### src/rtl/clock_divider_core.sv
// Integer clock divider: a wrap-around counter feeds a registered, glitch-free clock_out.
// Optional one-cycle wrap pulse on port tick when CLOCK_DIVIDER_TICK_EN is defined.
module clock_divider_core #(
  parameter logic [27:0] DIVISOR = 28'd2
) (
  input  logic        clock_in,
  input  logic        rst,
  input  logic        enable,
  output logic        clock_out,
  output logic [27:0] count
`ifdef CLOCK_DIVIDER_TICK_EN
  ,
  output logic        tick
`endif
);

  localparam logic [27:0] HALF = DIVISOR >> 1;
  localparam logic [27:0] LAST = DIVISOR - 28'd1;

  generate
    if (DIVISOR < 28'd2) begin : g_bad_divisor
      $error("clock_divider_core: DIVISOR must be at least 2");
    end
  endgenerate

  logic [27:0] count_q, count_d;
  logic        clock_out_q, clock_out_d;

  always_comb begin
    count_d = count_q;
    if (enable) begin
      count_d = (count_q == LAST) ? 28'd0 : count_q + 28'd1;
    end
    // Deriving from the next count keeps clock_out == (count >= DIVISOR/2) every cycle.
    clock_out_d = (count_d >= HALF);
  end

  always_ff @(posedge clock_in) begin
    if (rst) begin
      count_q     <= 28'd0;
      clock_out_q <= 1'b0;
    end else begin
      count_q     <= count_d;
      clock_out_q <= clock_out_d;
    end
  end

  assign count     = count_q;
  assign clock_out = clock_out_q;

`ifdef CLOCK_DIVIDER_TICK_EN
  logic tick_q, tick_d;

  always_comb begin
    tick_d = enable && (count_q == LAST);
  end

  always_ff @(posedge clock_in) begin
    if (rst) begin
      tick_q <= 1'b0;
    end else begin
      tick_q <= tick_d;
    end
  end

  assign tick = tick_q;
`endif

endmodule

### config.mk
export PLATFORM = sky130hd
export DESIGN_NAME = clock_divider_core
export DESIGN_NICKNAME = d
export VERILOG_FILES = /design/src/rtl/clock_divider_core.sv
export SDC_FILE = /design/constraint.sdc
export NUM_CORES = 1
export LEC_CHECK = 0
export BUFFER_PORTS_ARGS = -buffer_cell sky130_fd_sc_hd__buf_2
export CAP_MARGIN = 25
export CORE_MARGIN = 2
export CORE_UTILIZATION = 25
export DETAILED_ROUTE_END_ITERATION = 8
export PLACE_DENSITY = 0.4
export SYNTH_ARGS = -nofsm -noshare
export SYNTH_HDL_FRONTEND = slang
export SYNTH_SLANG_ARGS = --single-unit
### constraint.sdc
create_clock -name clock_in -period 3.15 [get_ports clock_in]
set_clock_uncertainty 0.1 [all_clocks]
set_input_delay 0.1575 -clock clock_in [delete_from_list [all_inputs] [get_ports clock_in]]
set_output_delay 0.1575 -clock clock_in [all_outputs]
set_load 0.01 [all_outputs]
Word-level counts from Yosys, hierarchy flattened. Cells that the tools add are included.

Add/subtract/negate cells: 1. $lt $le $gt $ge: 1. Equality and inequality tests: 1. Mux-type cells: 2.

Operator list (count): $mux 28 (2); $add 28x1->28 const B (1); $eq 28x1->1 const B (1); $ge 28x1->1 const B (1).

Register bits after elaboration: 29. Input bits: 3. Word-level logic and storage cells: 7.

Logic depth before layout (Yosys ltp).
Depth after elaboration: 4. Depth in mapped cells: 9.

Least setup slack after synthesis. No wires, ideal clock.

Path type: register to register. Start point: reg count_q[0] (netlist: count[0]). End point: reg clock_out_q (netlist: clock_out). Data arrival time: 2.244 ns. Slack: 0.666 ns. Cell stages (with the launch flop): 8. Path buffers: 0. Path through: dfxtp_1 -> ha_1 -> nand4_4 -> nor4_4 -> nand3_2 -> a2111o_1 -> a211oi_2 -> a41oi_1.

Longest elaborated chain between the ends: 4. Elaborated cells on any way between the ends: 5.

Ends and longest elaborated chain: start, declared (line 26) `logic [27:0] count_q, count_d;`; start signal, assigned (line 43) `count_q <= count_d;`; $add 28x1->28 or $eq 28x1->1 (tied branches) (line 32) `count_d = (count_q == LAST) ? 28'd0 : count_q + 28'd1;`; $mux 28 (line 32); $mux 28 (*) (line 31) `if (enable) begin`; $ge 28x1->1 (*) (line 35) `clock_out_d = (count_d >= HALF);`; end signal, assigned (line 44) `clock_out_q <= clock_out_d;`; end, declared (line 27) `logic clock_out_q, clock_out_d;`.

Every way passes the cells marked *; elsewhere a longest branch is shown, timed or not. A chain may end at the register's enable or synchronous reset.

Final worst setup path. Same ends and word-level chain as after synthesis.

==> flow_summary_export.csv <==
group,metric,value,unit
outcome,status,"completed",
floorplan,core-area,7140,µm²
drt,wire_per_inst,14.7,µm
sta,hold_viol_final,0,
synthesis,synth-simple-area-share,36.1,%
finish,drive_above_1_share,21.4,%
synthesis,netlist_area,1810,µm²
synthesis,synth_mux_area_share,2.28,%
sta,setup_viol,0,
drt,drt-initial-drc-count,98,
clock_tree,cts_hold_buf,0,
global_routing,antenna_found_initial,0,
drt,drtAntennaViolNets,0,
drt,vias,1645,
hold_path,hold_path.class,"input pin to flip-flop",
finish,final_cell_mix,"nor2_1, buf_2, dfxtp_1",
global_routing,met2_usage,21.8,%
worst_setup_path,setup.worst_path.class,"flip-flop to flip-flop",
global_routing,grt_first_pass_wirelength,8430,µm
clock_tree,cts_tree,"built",
global_routing,gr-max-usage-layer,"met2",
pwr,power.total,0.000773,W
clock_tree,cts_max_path_buffers,2,
clock_tree,clockRootBuffer,"clkbuf_8",
finish,layout_commonest_cell,"nor2_1",
finish,nFillCells,800,
pwr,leakage,0.822,nW
floorplan,start_util,25.4,%
worst_setup_path,critPathLaunchType,"flip-flop",
clock_tree,clock_latency,290,ps
floorplan,die-area,7950,µm²
sta,clock.fmax,398,MHz
clock_tree,cts_buffers,5,
placement,finalWeightedCongestion,0.759,
synthesis,synth-seq-cells,29,
pwr,power_density,364,nW/µm²
synthesis,synth_xor_area_share,13.0,%
pwr,swShare,24.2,%
pwr,ir_worst_vdd,0.000126,V
pwr,seqPwrFrac,48.9,%
synthesis,seq_area_frac_synth,32.0,%
synthesis,ys.warnings.count,0,
drt,drc,0,
synthesis,syn_inst,226,
sta,final.period_utilization,79.8,%
drt,wl,5100,µm
worst_setup_path,endpoint_kind,"flip-flop",
pwr,clkPwrFrac,44.9,%
global_routing,track_usage,13.9,%
worst_setup_path,required,3200,ps
pwr,p_comb_share,6.2,%
synthesis,synth_cell_type_count,43,
sta,tightest_slew,605,ps
pwr,p_int,0.000586,W
sta,rsz0062_at_grt,"false",
sta,relSlewSlack,59.3,%
global_routing,grt_pass1_vias,1581,
drt,viasPerCell,4.74,
finish,antenna_cells,0,
sta,min_period,2510,ps
global_routing,globalRouteOverflowTotal,0,
sta,drv_slew,0,
worst_setup_path,cp_max_fo,7,
global_routing,grt_max_degree,17,
finish,fin_util,29.7,%
flow_run,maxCapViolCount,0,
synthesis,synth_compound_area_share,9.52,%
clock_tree,clk_pin_slew,70,ps
clock_tree,cts_resized,0,
finish,syn_to_final_growth,17.0,%
clock_tree,numClockSinks,29,
clock_tree,post-cts-setup-buffer-count,0,
placement,portBuffers,31,
synthesis,synth_fp_nets,231,
floorplan,die_height,89.2,µm
worst_setup_path,crit_arrival,2570,ps
synthesis,synth_top_family_by_area,"simple AND/OR/NAND/NOR gates",
floorplan,ios,32,
global_routing,grt_use_met3,2.95,%
synthesis,avgSynthCellArea,8.03,µm²
clock_tree,cts_htree_levels,2,
finish,nets,252,
global_routing,use_met1,19.2,%
pwr,p_sw,0.000187,W
sta,setup_tns,0,ps
drt,dr.pass1.iters,4,
floorplan,rows,31,
placement,post-dp-hpwl,3770,µm
floorplan,die_w,89.2,µm
synthesis,synth_fa_ha_area_share,1.38,%
[path summary, 6_finish.rpt]
| check | depth (start not counted) | slack [ps] | end | from |
|---|---|---|---|---|
| min reg2reg | 2 | 490 | count[27]$_SDFF_PP0_ | count[27]$_SDFF_PP0_ |
| max reg2reg | 7 | 640 | clock_out$_SDFF_PP0_ | count[0]$_SDFF_PP0_ |
| max | 7 | 640 | clock_out$_SDFF_PP0_ | count[0]$_SDFF_PP0_ |
| min | 2 | 150 | count[4]$_SDFF_PP0_ | rst |
[metrics by stage]
stage               hold WS, ps  area [µm²]  setup WS, ps  std cells
finish                      147        2120           637        347
global route                160        2120           385        347
CTS                         154        2120           603        347
detailed placement          452        2020           616        339
global placement            446        2020           681        339
floorplan                   127        1810           666        226
[cells in the mapped netlist (all sizes together)]
cell,n,area (µm²)
nor2,40,150
dfxtp,29,581
xor2,17,149
nand2,15,56.3
nand4,14,103
nand3,11,60.1
clkbuf,10,37.5
xnor2,10,87.6
buf,9,50.0
and3,7,43.8
nor4,7,80.1
nor3,6,30.0
o21ai,6,30.0
a211oi,5,42.5
and4,4,36.3
inv,4,15.0
or3,4,27.5
a21oi,3,15.0
mux2i,3,30.0
nor4b,3,26.3
a41oi,2,17.5
ha,2,25.0
nand2b,2,12.5
nor3b,2,15.0
a2111o,1,11.3
a31oi,1,6.26
and2b,1,8.76
mux2,1,11.3
o211a,1,10.0
o211ai,1,7.51
o21a,1,7.51
o22ai,1,6.26
o311a,1,10.0
o311ai,1,8.76
or2,1,6.26
[flip-flops by register name, indices dropped and copies added, names as in the netlist]
name	cells
clock_out	1
count	28
[metal layers]
metal / vias to the layer above / part of all wire, % / wire, µm
li1: 844 / - / -
met4: 0 / 1.5 / 78
met5: - / 0 / 0
met2: 34 / 45 / 2300
met1: 760 / 50 / 2560
met3: 7 / 3.2 / 165
[power by group through the flow]
stage	Clock [W]	Combinational (W)	Sequential, W
floorplan	0	0.0000299	0.000387
global placement	0	0.0000493	0.000386
detailed placement	0	0.0000483	0.000387
CTS	0.000358	0.0000486	0.000379
global route	0.000374	0.0000534	0.000380
finish	0.000347	0.0000477	0.000378
[area by class of cell]
type / instances / area (µm²) / area share (%)
flip-flops and latches: 29 / 581 / 27.4
clock inverters: 1 / 5.00 / 0.236
inverters: 4 / 15.0 / 0.708
well taps: 99 / 124 / 5.84
multi-input cells: 174 / 1130 / 53.3
repair buffers: 33 / 170 / 8.02
clock buffers: 7 / 96.3 / 4.54
[logic make-up after synthesis]
| kind of cell | after synthesis |
|---|---|
| buffers and inverters | 23 |
| AO/OA/AOI/OAI | 24 |
| AND/OR/NAND/NOR | 117 |
| adder cells (fa/ha/maj) | 2 |
| XOR/XNOR | 27 |
| multiplexers | 4 |
| flip-flops | 29 |
[critical path, stage by stage (launching register included)]
cell      delay [ps]
dfxtp_1          460
ha_1             330
nand4_4          190
nor4_4           370
nand3_2          150
a2111o_1         410
a211oi_2         220
a41oi_1          130
Power figures use the tool's default switching activity.
